`src/rtl/banco_de_registradores_param.sv`:
```
// Parameterised register bank: two registered read ports with write-first bypass,
// one write port, and a background clear sweep that zeroes every entry in DEPTH cycles.
//
// state    | meaning
// ---------+-----------------------------------------------------------
// OCIOSO   | idle: user writes accepted, Limpar starts a sweep
// LIMPANDO | sweeping: BR[contador] <= 0 each cycle, user writes ignored
module banco_de_registradores_param #(
  parameter int WIDTH    = 8,
  parameter int DEPTH    = 8,
  parameter bit ZERO_REG = 1'b0
) (
  input  logic                     Clock,
  input  logic                     Reset,
  input  logic [$clog2(DEPTH)-1:0] RegLido1,
  input  logic [$clog2(DEPTH)-1:0] RegLido2,
  input  logic [$clog2(DEPTH)-1:0] RegEscr,
  input  logic [WIDTH-1:0]         DadoEscr,
  input  logic                     RegWrite,
  input  logic                     Limpar,
  output logic [WIDTH-1:0]         Dado1,
  output logic [WIDTH-1:0]         Dado2,
  output logic                     Ocupado
);

  localparam int ADDR_W = $clog2(DEPTH);
  localparam logic [ADDR_W-1:0] ULTIMO = ADDR_W'(DEPTH - 1);

  typedef enum logic {OCIOSO = 1'b0, LIMPANDO = 1'b1} estado_t;

  estado_t           estado;
  logic [ADDR_W-1:0] contador;
  logic [WIDTH-1:0]  br [DEPTH];

  logic              wrEn;
  logic [ADDR_W-1:0] wrAddr;
  logic [WIDTH-1:0]  wrData;
  logic [WIDTH-1:0]  proxDado1;
  logic [WIDTH-1:0]  proxDado2;

  // A single write source per edge: the sweep owns the port while it runs.
  always_comb begin
    wrEn   = 1'b0;
    wrAddr = RegEscr;
    wrData = DadoEscr;
    if (estado == LIMPANDO) begin
      wrEn   = 1'b1;
      wrAddr = contador;
      wrData = '0;
    end else if (RegWrite && !(ZERO_REG && RegEscr == '0)) begin
      wrEn = 1'b1;
    end
  end

  always_comb begin
    proxDado1 = br[RegLido1];
    proxDado2 = br[RegLido2];
    if (wrEn && wrAddr == RegLido1) proxDado1 = wrData;
    if (wrEn && wrAddr == RegLido2) proxDado2 = wrData;
    if (ZERO_REG && RegLido1 == '0) proxDado1 = '0;
    if (ZERO_REG && RegLido2 == '0) proxDado2 = '0;
  end

  always_ff @(posedge Clock) begin
    if (Reset) begin
      for (int i = 0; i < DEPTH; i++) br[i] <= '0;
      Dado1    <= '0;
      Dado2    <= '0;
      Ocupado  <= 1'b0;
      contador <= '0;
      estado   <= OCIOSO;
    end else begin
      if (wrEn) br[wrAddr] <= wrData;
      Dado1 <= proxDado1;
      Dado2 <= proxDado2;
      case (estado)
        OCIOSO: begin
          if (Limpar) begin
            estado   <= LIMPANDO;
            contador <= '0;
            Ocupado  <= 1'b1;
          end
        end
        LIMPANDO: begin
          contador <= contador + 1'b1;
          if (contador == ULTIMO) begin
            estado  <= OCIOSO;
            Ocupado <= 1'b0;
          end
        end
      endcase
    end
  end

endmodule

```
`config.mk`:
```
export PLATFORM = sky130hd
export DESIGN_NAME = banco_de_registradores_param
export DESIGN_NICKNAME = d
export VERILOG_FILES = /design/src/rtl/banco_de_registradores_param.sv
export SDC_FILE = /design/constraint.sdc
export NUM_CORES = 1
export LEC_CHECK = 0
export CAP_MARGIN = 40
export CORE_MARGIN = 5
export CORE_UTILIZATION = 62
export DETAILED_ROUTE_END_ITERATION = 16
export PLACE_DENSITY = 0.89
export SKIP_LAST_GASP = 1
export SYNTH_ARGS = -nofsm -noshare
export SYNTH_HDL_FRONTEND = slang
export SYNTH_SLANG_ARGS = --single-unit
```
`constraint.sdc`:
```
create_clock -name Clock -period 3.5 [get_ports Clock]
set_input_delay 0.35 -clock Clock [delete_from_list [all_inputs] [get_ports Clock]]
set_output_delay 0.35 -clock Clock [all_outputs]
set_load 0.005 [all_outputs]
```
; Word-level counts from Yosys, hierarchy flattened
; Memories as Yosys holds them, arrays and structs flattened. A register that Yosys moved wholly into a read port is not among the register bits.
; Index checks and enable logic that the tools add are counted.
[word_totals]
ff_bits = 5
ram_bits = 64
input_bits = 21
wordCells = 31
mem_count = 1
[memory_table]
columns = name, depth, width, rd, rd_clocked_by_memory_dff, wr, line_no
row1 = br, 8, 8, 2, 2, 8, 33  ; logic [WIDTH-1:0] br [DEPTH];
[op_classes]
add_sub_neg = 1
n_eq_ne = 3
mux = 20
bitwise = 1
reduce_logical = 2
[ops]
columns = op, n
row1 = 8-bit 2-to-1 mux, 2
row2 = 1-bit 2-to-1 mux, 12
row3 = 3-bit 2-to-1 mux, 3
row4 = 8-bit OR reduction, 1
row5 = 3-bit case mux with 2 select lines, 1
row6 = 1-bit case mux with 2 select lines, 2
row7 = "3-bit by 1-bit adder with 3-bit output, second input constant", 1
row8 = "3-bit equality test, second input constant", 1
row9 = "2-bit by 1-bit inequality test with 1-bit output, second input constant", 1
row10 = "2-bit inequality test, second input constant", 1
row11 = 2-bit AND reduction, 1
row12 = 1-bit inverter, 1

; Logic depth before layout (Yosys ltp)
; Gate-level depths: netlist of run 1.
[depth]
depth_word = 7
depth_mapped = 7
ltp_nobuf = 5

; Worst setup path after synthesis of run 1
; No wires, ideal clock.
[synth_timing]
path_type = register to register
from = register estado
to = memory br[0][0] (enable)
setup_ns = 0.334
arrival_ns = 1.789
required_ns = 3.166
slack_ns = 1.376
path_stages_with_launch = 7
path_cell_list = dfxtp_1 buf_6 buf_8 or3b_2 a21oi_1 nand2_2 nand2b_1
[synth_rtl]
columns = item, line_no
row1 = from (decl), 31  ; estado_t estado;
row2 = from (signal assigned), 71  ; estado <= OCIOSO;
row3 = from (signal assigned), 79  ; estado <= LIMPANDO;
row4 = from (signal assigned), 87  ; estado <= OCIOSO;
row5 = to (decl), 33

==> flow_summary.toml, run 1 <==
[min_path]
hold_path_end = "Ocupado$_SDFFE_PP0P_"
holdCritPathClass = "reg -> reg"
min-delay-start = "Ocupado$_SDFFE_PP0P_"
min_path_cells = 2

[sta]
relSlewSlack_pct = 53.5
tns_ns = 0
hold_viol = 0
timing.final.ws_setup_ns = 0.880
worst_pin_slew_ns = 0.696
finalMaxSlewViolations = 0
finClkSkew_ns = 0.00753
fin_crit_ns = 2.62
fmax_ghz = 0.382
period_share_pct = 74.9
rsz0062_at_grt = "false"
setup_viol_count_final = 0

[cts]
cts_buffers = 9
cts-root-buf = "clkbuf_8"
cts_sinks = 85
cts_htree_levels = 3
clk_pin_slew_worst_paths_ns = 0.08
cts_tree = "done"
clk_latency_ns = 0.35
postCtsSetupBuffers = 0
cts_resized = 0
cts_hold_buf = 0
cts_buffer_depth = 2

[drt]
ant_nets = 0
wire_per_inst_um = 21.2
drt_iter0_drc = 317
via_count = 3116
drc = 0
dr.pass1.iters = 5
vias_per_cell = 6.28
routed_wirelength_um = 10500

[yosys]
syn_inst = 370
async_reset_ff_share_pct = 0
synth_nets = 393
yosys.area_share.simple_pct = 16.4
avgSynthCellArea_sq_um = 12.0
synth_top_family_by_area = "multiplexers"
synth_xor_area_share_pct = 1.19
syn_area_sq_mm = 0.00443
ys_seq_area_share_pct = 52.9
synth_cell_types = 41
synth_compound_area_share_pct = 4.89
yosysWarnings = 0
synthAdderAreaFrac_pct = 0.565
ys_seq_elements = 85
ys.flop_type = "edfxtp_1"
synthMuxAreaShare_pct = 20.4
synth_edf_count = 64

[cells_and_area]
antenna_cells = 0
area_growth_pct = 12.5
final_net_count = 418
nFillCells = 479
drive_gt1_share_pct = 12.3

[worst_setup_path]
critPathKind = "reg -> reg"
cp.required_ns = 3.51
r2r_slack_ns = 0.88
start_kind = "flip-flop"
endpoint_kind = "flip-flop"
path_max_fanout = 19
r2r_end = "br[0][1]$_SDFFCE_PN0P_"
r2r_start = "estado$_SDFF_PP0_"
worstPathArrival_ns = 2.63
rr_worst_depth = 5

[grt]
grtUsageTotal_pct = 25.5
grt_max_degree = 24
antenna_found_initial = 0
first_global_vias = 3093
overflow = 0
grt_pass1_wl_um = 16800

[power]
power.static_leakage_nw = 1.91
powerDensity_mw_per_mm2 = 416
max-vdd-ir-drop_mv = 0.234

[die]
rows = 30
start_util_pct = 64.5
pin_count = 38
die_area_sq_mm = 0.00894
die-width_um = 94.5
core_sq_mm = 0.00687
die_y_um = 94.5

[place]
finalWeightedCongestion = 0.917
dp_hpwl_um = 7790
place_ws_ns = 0.779
io_buffers = 37

[run]
cap_viol_max_count = 0

[run_status]
status = "complete, no violations"
[critical path, stage by stage (launching register included)]
cell and delay [ns]:
dfxtp_1 0.46, buf_8 0.24, or3b_2 0.46, a21oi_1 0.49, nand2_2 0.25, nand2b_1 0.38
[placed cells by master, fill, tap and decap left out, types with 2 or more instances in the layout]
master	Yosys	routed
nor3_1	2	2
o21ai_0	2	2
nand2_2	4	4
buf_4	1	7
nor2_1	84	84
nand2b_1	18	18
edfxtp_1	64	64
or2_2	4	4
a2111oi_0	2	2
clkinv_1	0	2
clkdlybuf4s50_1	0	37
nor3b_1	3	3
or3_1	12	12
ha_1	2	2
clkbuf_1	17	4
nor2b_1	7	7
a22o_1	14	14
nand2_1	7	7
xnor2_1	6	6
mux2i_1	45	45
dfxtp_1	21	21
a21oi_1	6	6
mux4_2	18	18
clkbuf_8	0	9
nand3b_1	2	2
inv_1	2	2
[metal layers]
layer	up-vias	part of all wire, %	GRT usage [%]
met1	1479	39	34.2
met2	222	48	40.8
met5	-	0	0
met4	0	3.1	11.7
met3	29	9.7	4.46
li1	1386	-	-
[Yosys cell counts, types with 2 or more instances]
cell type  number  share of area [%]
a2111oi_0       2               0.40
a21oi_1         6               0.68
a22o_1         14                2.8
buf_2           9                1.0
buf_6           2               0.51
clkbuf_1       17                1.4
dfxtp_1        21                9.5
edfxtp_1       64                 43
ha_1            2               0.56
inv_1           2               0.17
mux2i_1        45                 10
mux4_2         18                9.1
nand2_1         7               0.59
nand2_2         4               0.56
nand2b_1       18                2.5
nand3b_1        2               0.34
nor2_1         84                7.1
nor2b_1         7               0.99
nor3_1          2               0.23
nor3b_1         3               0.51
o21ai_0         2               0.23
or2_2           4               0.56
or3_1          12                1.7
xnor2_1         6                1.2
[worst max-delay path by stage]
stage | from | end | slack (ns) | cells past startpoint
after global routing | estado$_SDFF_PP0_ | br[0][1]$_SDFFCE_PN0P_ | 0.75 | 5
after detailed placement | RegWrite | br[4][4]$_SDFFCE_PN0P_ | 0.78 | 5
after CTS | estado$_SDFF_PP0_ | br[0][1]$_SDFFCE_PN0P_ | 0.88 | 5
after global placement | estado$_SDFF_PP0_ | Dado2[7]$_SDFF_PP0_ | 0.89 | 4
final | estado$_SDFF_PP0_ | br[0][1]$_SDFFCE_PN0P_ | 0.88 | 5
after floorplan | estado$_SDFF_PP0_ | br[0][0]$_SDFFCE_PN0P_ | 1.38 | 6
[sequential cells by signal (all words and copies together) (netlist names)]
signal,cells
contador,3
Ocupado,1
br,64
Dado1,8
Dado2,8
estado,1
[layout make-up]
type / count / area (sq um) / share of cell area [%]
Timing Repair Buffer: 45 / 438 / 8.79
Inverter: 2 / 7.51 / 0.151
Sequential cell: 85 / 2340 / 47.0
Multi-Input combinational cell: 252 / 1920 / 38.6
Clock buffer: 13 / 139 / 2.79
Tap cell: 96 / 120 / 2.41
Clock inverter: 3 / 12.5 / 0.251
[stage by stage]
| step | instance area (sq um) | util, % | instances | hold slack (ns) | power [mW] |
|---|---|---|---|---|---|
| 2_1_floorplan | 4430 | - | 370 | 0.479 | 1.39 |
| 3_3_place_gp | 4820 | 70.1 | 479 | 0.467 | 1.50 |
| 3_5_place_dp | 4830 | 70.3 | 480 | 0.478 | 1.52 |
| 4_1_cts | 4980 | 72.5 | 496 | 0.497 | 2.06 |
| 5_1_grt | 4980 | 72.5 | 496 | 0.552 | 2.15 |
| 6_report | 4980 | 72.5 | 496 | 0.490 | 2.07 |
[report_power, final]
group | internal [mW] | total [mW] | switching [mW]
clock network | 0.254 | 0.573 | 0.320
logic | 0.161 | 0.321 | 0.160
registers | 1.14 | 1.18 | 0.0358
[logic make-up (layout without fill, tap and decap cells)]
kind of cell    count (synthesis)  in the layout
simple gates                  150            150
flops                          85             85
mux                            66             66
buf+inv                        33             63
compound gates                 28             28
xor+xnor                        6              6
fa+ha+maj                       2              2
Note: power is estimated with default switching activity, not from simulation.
==> run 2, diff against run 1 <==
--- a/config.mk
+++ b/config.mk
@@ -7,9 +7,9 @@
 export LEC_CHECK = 0
 export CAP_MARGIN = 40
 export CORE_MARGIN = 5
-export CORE_UTILIZATION = 62
+export CORE_UTILIZATION = 58
 export DETAILED_ROUTE_END_ITERATION = 16
-export PLACE_DENSITY = 0.89
+export PLACE_DENSITY = 0.84
 export SKIP_LAST_GASP = 1
 export SYNTH_ARGS = -nofsm -noshare
 export SYNTH_HDL_FRONTEND = slang
==> constraint.sdc (replaced) <==
create_clock -name Clock -period 2.6 [get_ports Clock]
set_input_delay 0.26 -clock Clock [delete_from_list [all_inputs] [get_ports Clock]]
set_output_delay 0.26 -clock Clock [all_outputs]
set_load 0.005 [all_outputs]
==> run 2 against run 1 <==
  * Combinational power is 39% higher
  * Global-route usage is 2.1 points lower
  * Die area is 6.2% higher
  * Critical path type unchanged
==> flow_summary.toml, run 2 (synthesis gave the netlist of run 1 again) <==
[run_status]
status = "complete, no violations"

[place]
finalWeightedCongestion = 0.967
place_ws_ns = 0.229
dp_hpwl_um = 8140
placedInstanceArea_sq_mm = 0.00491
io_buffers = 37

[cells_and_area]
final_net_count = 428
seq_area_sq_mm = 0.00234
regMostFlops = "br"
reg_top3 = "br: 64 flops, Dado1: 8 flops, Dado2: 8 flops"
largest_register_ffs = 64
area_growth_pct = 15.2
multi_input_area_sq_mm = 0.00192
final_cell_area_sq_mm = 0.00510
nFillCells = 528
final_common_cell = "nor2_1"
antenna_cells = 0
layout_common_cells = "84 x nor2_1, 64 x edfxtp_1, 45 x mux2i_1, 37 x clkdlybuf4s50_1, 21 x dfxtp_1"
drive_gt1_share_pct = 15.1

[worst_setup_path]
r2r_start = "estado$_SDFF_PP0_"
rr_worst_depth = 6
worstPathArrival_ns = 2.23
crit_family = "flip-flops"
r2r_end = "br[6][3]$_SDFFCE_PN0P_"
cp_slowest_cell = "dfxtp_1"
critPathKind = "reg -> reg"
cp.required_ns = 2.61
crit_chain = "buf_4 > nand2b_1 > a21oi_1 > buf_4 > nand2_2 > nand2b_1"
path_max_fanout = 19
cp.buffers_inverters = 2
r2r_slack_ns = 0.38
slowest_delay_ns = 0.69
start_kind = "flip-flop"
endpoint_kind = "flip-flop"

[die]
die_y_um = 97.4
start_util_pct = 60.4
core_sq_mm = 0.00733
pin_count = 38
rows = 31
die_area_sq_mm = 0.00949
die-width_um = 97.4

[cts]
cts-root-buf = "clkbuf_8"
cts_buffers = 9
cts_htree_levels = 3
postCtsSetupBuffers = 0
cts_sinks = 85
cts_hold_buf = 0
cts_tree = "done"
clk_pin_slew_worst_paths_ns = 0.09
cts_resized = 0
cts_buffer_depth = 2
clk_latency_ns = 0.35

[sta]
period_share_pct = 85.3
fin_crit_ns = 2.22
finClkSkew_ns = 0.00935
tns_ns = 0
rsz0062_at_grt = "false"
worst_pin_slew_ns = 0.593
hold_viol = 0
setup_viol_count_final = 0
fmax_ghz = 0.451
timing.final.ws_setup_ns = 0.382
relSlewSlack_pct = 60.4
finalMaxSlewViolations = 0

[drt]
ant_nets = 0
drt_iter0_drc = 337
drc = 0
vias_per_cell = 6.01
via_count = 3059
dr.pass1.iters = 5
wire_per_inst_um = 21.3
routed_wirelength_um = 10800

[power]
powerDensity_mw_per_mm2 = 580
power.static_leakage_nw = 1.98
max-vdd-ir-drop_mv = 0.413

[grt]
first_global_vias = 3025
grt_max_degree = 22
grt_pass1_wl_um = 16900
antenna_found_initial = 0
grtUsageTotal_pct = 23.5
overflow = 0

[min_path]
holdCritPathClass = "reg -> reg"
min-delay-start = "Ocupado$_SDFFE_PP0P_"
hold_path_end = "Ocupado$_SDFFE_PP0P_"
min_path_cells = 2

[run]
cap_viol_max_count = 0
-- run 2: changes by cell type in the layout (fill, tap and decap cells not counted) --
cell	delta
buf_4	+10
clkbuf_1	-3
buf_12	+1
buf_8	-1
bufinv_16	+1
clkinv_2	-1
clkinv_4	+1
clkinvlp_4	+1
inv_6	+1
-- run 2: worst max path at each step --
stage	from	end	slack, ns	depth (start not counted)
floorplan	estado$_SDFF_PP0_	br[0][0]$_SDFFCE_PN0P_	0.48	6
global placement	RegWrite	br[6][1]$_SDFFCE_PN0P_	0.31	6
detailed placement	RegWrite	br[6][5]$_SDFFCE_PN0P_	0.23	6
CTS	estado$_SDFF_PP0_	br[6][2]$_SDFFCE_PN0P_	0.39	6
global route	estado$_SDFF_PP0_	br[6][5]$_SDFFCE_PN0P_	0.18	6
finish	estado$_SDFF_PP0_	br[6][3]$_SDFFCE_PN0P_	0.38	6
-- run 2: per-stage QoR --
| step | cells | util, % | hold WS [ns] | total power [mW] |
|---|---|---|---|---|
| after floorplan | 370 | - | 0.444 | 1.87 |
| after detailed placement | 493 | 67.0 | 0.512 | 2.06 |
| after global placement | 493 | 67.0 | 0.466 | 2.04 |
| after global routing | 509 | 69.6 | 0.579 | 3.04 |
| final | 509 | 69.6 | 0.517 | 2.96 |
| after CTS | 509 | 69.6 | 0.532 | 2.94 |
-- run 2: area by class of cell --
cell class                      instances  area share, %
Sequential cell                        85           45.9
Multi-Input combinational cell        252           37.7
Timing Repair Buffer                   55           10.1
Clock buffer                           10           2.50
Tap cell                               99           2.43
Clock inverter                          6           1.23
Inverter                                2          0.147
-- run 2: metal layers --
metal / share of wire [%] / track usage (%) / vias to the layer above
met1: 42 / 32.2 / 1488
met5: 0 / 0 / -
met4: 1.3 / 6.50 / 0
met2: 49 / 38.0 / 153
met3: 7.4 / 5.03 / 12
li1: - / - / 1406
-- run 2: power breakdown --
part           leakage [nW]  switching (mW)  total [mW]  internal, mW
registers             0.838          0.0507        1.59          1.54
clock network        0.0920           0.486       0.929         0.444
logic                  1.05           0.218       0.445         0.226
total                  1.98           0.755        2.96          2.21
-- run 2: worst reg2reg max path, stage by stage, from the launching register on --
cell	delay (ns)
dfxtp_1	0.69
buf_4	0.32
nand2b_1	0.11
a21oi_1	0.14
buf_4	0.16
nand2_2	0.12
nand2b_1	0.33
==> run 3, diff against run 2 <==
--- a/config.mk
+++ b/config.mk
@@ -6,7 +6,6 @@
 export NUM_CORES = 1
 export LEC_CHECK = 0
 export CAP_MARGIN = 40
-export CORE_MARGIN = 5
 export CORE_UTILIZATION = 58
 export DETAILED_ROUTE_END_ITERATION = 16
 export PLACE_DENSITY = 0.84
==> run 3 against run 2 <==
  * Largest power group unchanged
  * Cell count up 0.39%
  * Maximum frequency up 0.18%
  * Worst setup slack better by 0.0039 ns
  * Critical path type unchanged
  * Sequential power about the same
  * Wire length down 0.75%
  * Critical endpoint is now br[2][1]$_SDFFCE_PN0P_
  * Combinational power about the same
  * Count of clock-buffer cells in the layout unchanged
  * Via count up 2.8%
  * Power down 4.2%
  * Clock skew up 0.0027 ns
==> flow_summary.toml, run 3 (synthesis gave the netlist of run 1 again) <==
[run_status]
status = "complete, no violations"

[cells_and_area]
seq_area_sq_mm = 0.00234
final_net_count = 430
drive_gt1_share_pct = 15.5
layout.cells.non_filler = 511
multi_input_area_sq_mm = 0.00192
nFillCells = 499
antenna_cells = 0
final_common_cell = "nor2_1"
layout_common_cells = "84 x nor2_1, 64 x edfxtp_1, 45 x mux2i_1, 37 x clkdlybuf4s50_1, 21 x dfxtp_1"
reg_top3 = "br: 64 flops, Dado1: 8 flops, Dado2: 8 flops"
final_util_pct = 69.2
area_growth_pct = 14.5
regMostFlops = "br"
largest_register_ffs = 64

[worst_setup_path]
cp_slowest_cell = "dfxtp_1"
rr_worst_depth = 6
cp.required_ns = 2.61
start_kind = "flip-flop"
slowest_delay_ns = 0.63
crit_chain = "buf_4 > nand2b_1 > a21oi_1 > buf_4 > nand2_2 > nand2b_1"
endpoint_kind = "flip-flop"
path_max_fanout = 22
worstPathArrival_ns = 2.23
critPathKind = "reg -> reg"

[sta]
hold_viol = 0
finalMaxSlewViolations = 0
rsz0062_at_grt = "false"
fin_crit_ns = 2.21
holdWs_ns = 0.503
fmax_ghz = 0.452
period_share_pct = 85.2
tns_ns = 0
relSlewSlack_pct = 57.6
worst_pin_slew_ns = 0.634
finClkSkew_ns = 0.0120
setup_viol_count_final = 0

[die]
pin_count = 38
core_sq_mm = 0.00733
die_y_um = 89.4
rows = 31
die_area_sq_mm = 0.00799
die-width_um = 89.4
start_util_pct = 60.4

[min_path]
holdCritPathClass = "reg -> reg"
min_path_cells = 2

[drt]
dr.pass1.iters = 5
drt_iter0_drc = 376
routed_wirelength_um = 10700
vias_per_cell = 6.15
ant_nets = 0
drc = 0
via_count = 3144
wire_per_inst_um = 21.0

[power]
max-vdd-ir-drop_mv = 0.506
powerDensity_mw_per_mm2 = 559
power.static_leakage_nw = 1.97

[place]
io_buffers = 37
dp_cells = 495
dp_hpwl_um = 8050
finalWeightedCongestion = 0.896

[grt]
grtUsageTotal_pct = 29.9
grt_pass1_wl_um = 16500
grt_max_degree = 23
antenna_found_initial = 0
overflow = 0
first_global_vias = 3099

[cts]
clk_pin_slew_worst_paths_ns = 0.09
cts_buffer_depth = 2
postCtsSetupBuffers = 0
cts_buffers = 9
cts_hold_buf = 0
clk_latency_ns = 0.36
cts_tree = "done"
cts-root-buf = "clkbuf_8"
cts_resized = 0
cts_htree_levels = 3
cts_sinks = 85

[run]
cap_viol_max_count = 0
==> run 3: cell types whose count changed in the layout (fill, tap and decap cells not counted), sizes merged <==
cell    change
clkinv      +2
inv         -1
buf         +2
bufinv      -1
==> run 3: area by class of cell <==
class / instances / area share [%]
tap: 99 / 2.44
clock buffer: 10 / 2.51
inverter: 2 / 0.148
sequential: 85 / 46.2
timing repair buffer: 57 / 10.3
clock inverter: 6 / 0.592
multi-input combinational: 252 / 37.9
==> run 3: worst paths after layout <==
path	slack, ns	endpoint	from
setup / recovery	0.39	br[2][1]$_SDFFCE_PN0P_	estado$_SDFF_PP0_
hold / removal	0.50	Ocupado$_SDFFE_PP0P_	Ocupado$_SDFFE_PP0P_
setup reg to reg	0.39	br[2][1]$_SDFFCE_PN0P_	estado$_SDFF_PP0_
hold reg to reg	0.50	Ocupado$_SDFFE_PP0P_	Ocupado$_SDFFE_PP0P_
==> run 3: stage by stage <==
stage / power [mW] / setup WS [ns] / cell area (sq um)
2_1_floorplan: 1.87 / 0.476 / 4430
3_3_place_gp: 2.04 / 0.315 / 4920
3_5_place_dp: 2.06 / 0.186 / 4920
4_1_cts: 2.82 / 0.394 / 5070
5_1_grt: 2.92 / 0.155 / 5070
6_report: 2.84 / 0.386 / 5070
==> run 3: report_power, final <==
part	total (mW)	switching (mW)	internal [mW]
registers	1.58	0.0487	1.54
logic	0.445	0.220	0.225
clock network	0.806	0.470	0.336
==> run 3: routing by layer <==
layer | part of all wire (%) | GRT usage [%]
met1 | 41 | 39.9
met2 | 48 | 47.7
met3 | 8.3 | 7.20
met4 | 2.6 | 11.5
met5 | 0 | 0
==> run 3: critical path, delay by kind of cell, from the launching register on <==
family	cells	cell delay (ns)
flops	1	0.63
simple gates	3	0.61
buf+inv	2	0.48
compound gates	1	0.14
==> patch, RTL diff (config.mk and constraints of run 3) <==
Set the parameter `ZERO_REG` to 1'b1 (it was 1'b0).
--- a/src/rtl/banco_de_registradores_param.sv
+++ b/src/rtl/banco_de_registradores_param.sv
@@ -10,3 +10,3 @@
   parameter int DEPTH    = 8,
-  parameter bit ZERO_REG = 1'b0
+  parameter bit ZERO_REG = 1'b1
 ) (
Check against the original RTL: not equivalent (a bounded check fails within 4 cycles, from zero or initial values and one cycle with Reset high).
==> patch against run 3 <==
Critical path depth decreased by 1. Setup slack improved by 41 ps. Routed wire length decreased by 9.7%. Power increased by 5.8%. Clock skew about the same. Design area increased by 1.5%. Global-route usage decreased by 2.6 points. First-iteration DRC count decreased by 0.53%. Sequential cell count unchanged. Synthesized area decreased by 0.14%.
==> patch: results (changes against run 3) <==
* Non-clock inverter count at 0 (was 2)
* Static Leak at 1.90 nW (was 1.97 nW)
* Met1 Wirelength at 3640 µm (was 4390 µm)
* Least-Margin Pin Slew at 620 ps (was 634 ps)
* Clk tree area frac at 4.01% (was 3.11%)
* Met3 WL at 1120 µm (was 894 µm)
* Met3 GRT Util at 8.13% (was 7.20%)
* # diodes at 0 (unchanged)
* Total Nets Final at 407 (was 430)
* Post-Layout Cell Count at 488 (was 511)
* Global-route wire length before repair at 14900 µm (was 16500 µm)
* DP HPWL at 6970 µm (was 8050 µm)
* Worst path top cell family by delay: multiplexers (was flip-flops)
* Fillers at 490 (was 499)
* Outcome: finished clean (unchanged)
* Synth warnings at 0 (unchanged)
* Ys flop type: edfxtp_1 (unchanged)
* Reg2reg path depth at 5 (was 6)
* R2R Path End: Dado1[0]$_SDFF_PP0_ (was br[2][1]$_SDFFCE_PN0P_)
* Clk_skew at 12.1 ps (was 12.0 ps)
* Seq. pwr at 1.58 mW (about the same)
* Comb_multi_in at 233 (was 252)
* WHS at 503 ps (about the same)
* Met1 Use GR at 35.3% (was 39.9%)
* Post-synthesis mux area share at 26.3% (was 20.4%)
* Vias/cell at 5.97 (was 6.15)
* Largest net degree at the start of global routing at 20 (was 23)
* Wire per inst at 19.9 µm (was 21.0 µm)
* Worst VDD drop at 297 µV (was 506 µV)
* Pwr dens at 582 nW/µm² (was 559 nW/µm²)
* GRT Overall Usage at 27.3% (was 29.9%)
* RD Place Congestion at 0.856 (was 0.896)
* Switching portion of total power at 25.2% (was 26.1%)
* Pint at 2.24 mW (was 2.10 mW)
* Post-synthesis compound-gate area fraction at 1.07% (was 4.89%)
* Share of flip-flops with an asynchronous set or reset at 0% (unchanged)
* Hold depth at 2 (unchanged)
* Critical-path maximum fanout at 13 (was 22)
* Seq Cell Count at 85 (unchanged)
* Final non-clock buffer share at 10.3% (about the same)
* Gate power share at 14.7% (was 15.7%)
* Ranking of synthesized cells by area: edfxtp_1 (43%), mux4_2 (16%), dfxtp_1 (9.5%), nor2_1 (8.1%), mux2_4 (5.4%) (was edfxtp_1 (43%), mux2i_1 (10%), dfxtp_1 (9.5%), mux4_2 (9.1%), nor2_1 (7.1%))
* Synth Area in XOR/XNOR at 1.19% (about the same)
* Synth cell types at 30 (was 41)
* WL met2 at 4480 µm (was 5180 µm)
* Worst Path Arrival at 2430 ps (was 2230 ps)
* Dpl ws at 417 ps (was 186 ps)
* Placed inst area at 4940 µm² (was 4920 µm²)
* Non-clk bufs at 55 (was 57)
* Clk root buf: clkbuf_8 (unchanged)
* Initial drt markers at 374 (was 376)
* Worst path max stage delay at 670 ps (was 630 ps)
* Vias in the first global route at 2809 (was 3099)
* Cells after Synth at 340 (was 370)
* Adder-Cell Fraction of Synth Area at 0.566% (was 0.565%)
* Sequential-to-total area share from yosys stat at 52.9% (about the same)
* Placed cells at 472 (was 495)
* Layout cells sized above 1 at 22.1% (was 15.5%)
* Synth-to-Final Area Change at 16.4% (was 14.5%)
==> patch: worst max path at each step <==
stage / start / to / slack, ps / cells after the start
after floorplan: estado$_SDFF_PP0_ / br[4][0]$_SDFFCE_PN0P_ / 870 / 6
after global placement: RegEscr[1] / Dado1[0]$_SDFF_PP0_ / 420 / 6
after detailed placement: RegEscr[1] / Dado1[0]$_SDFF_PP0_ / 420 / 6
after CTS: estado$_SDFF_PP0_ / Dado1[0]$_SDFF_PP0_ / 450 / 5
after global routing: estado$_SDFF_PP0_ / Dado1[6]$_SDFF_PP0_ / 300 / 5
final: estado$_SDFF_PP0_ / Dado1[0]$_SDFF_PP0_ / 430 / 5
==> patch: logic make-up after synthesis <==
kind of cell | count (synthesis)
AND/OR/NAND/NOR | 140
flip-flops | 85
multiplexers | 68
buffers and inverters | 29
AO/OA/AOI/OAI | 9
XOR/XNOR | 6
adder cells (fa/ha/maj) | 2
other | 1
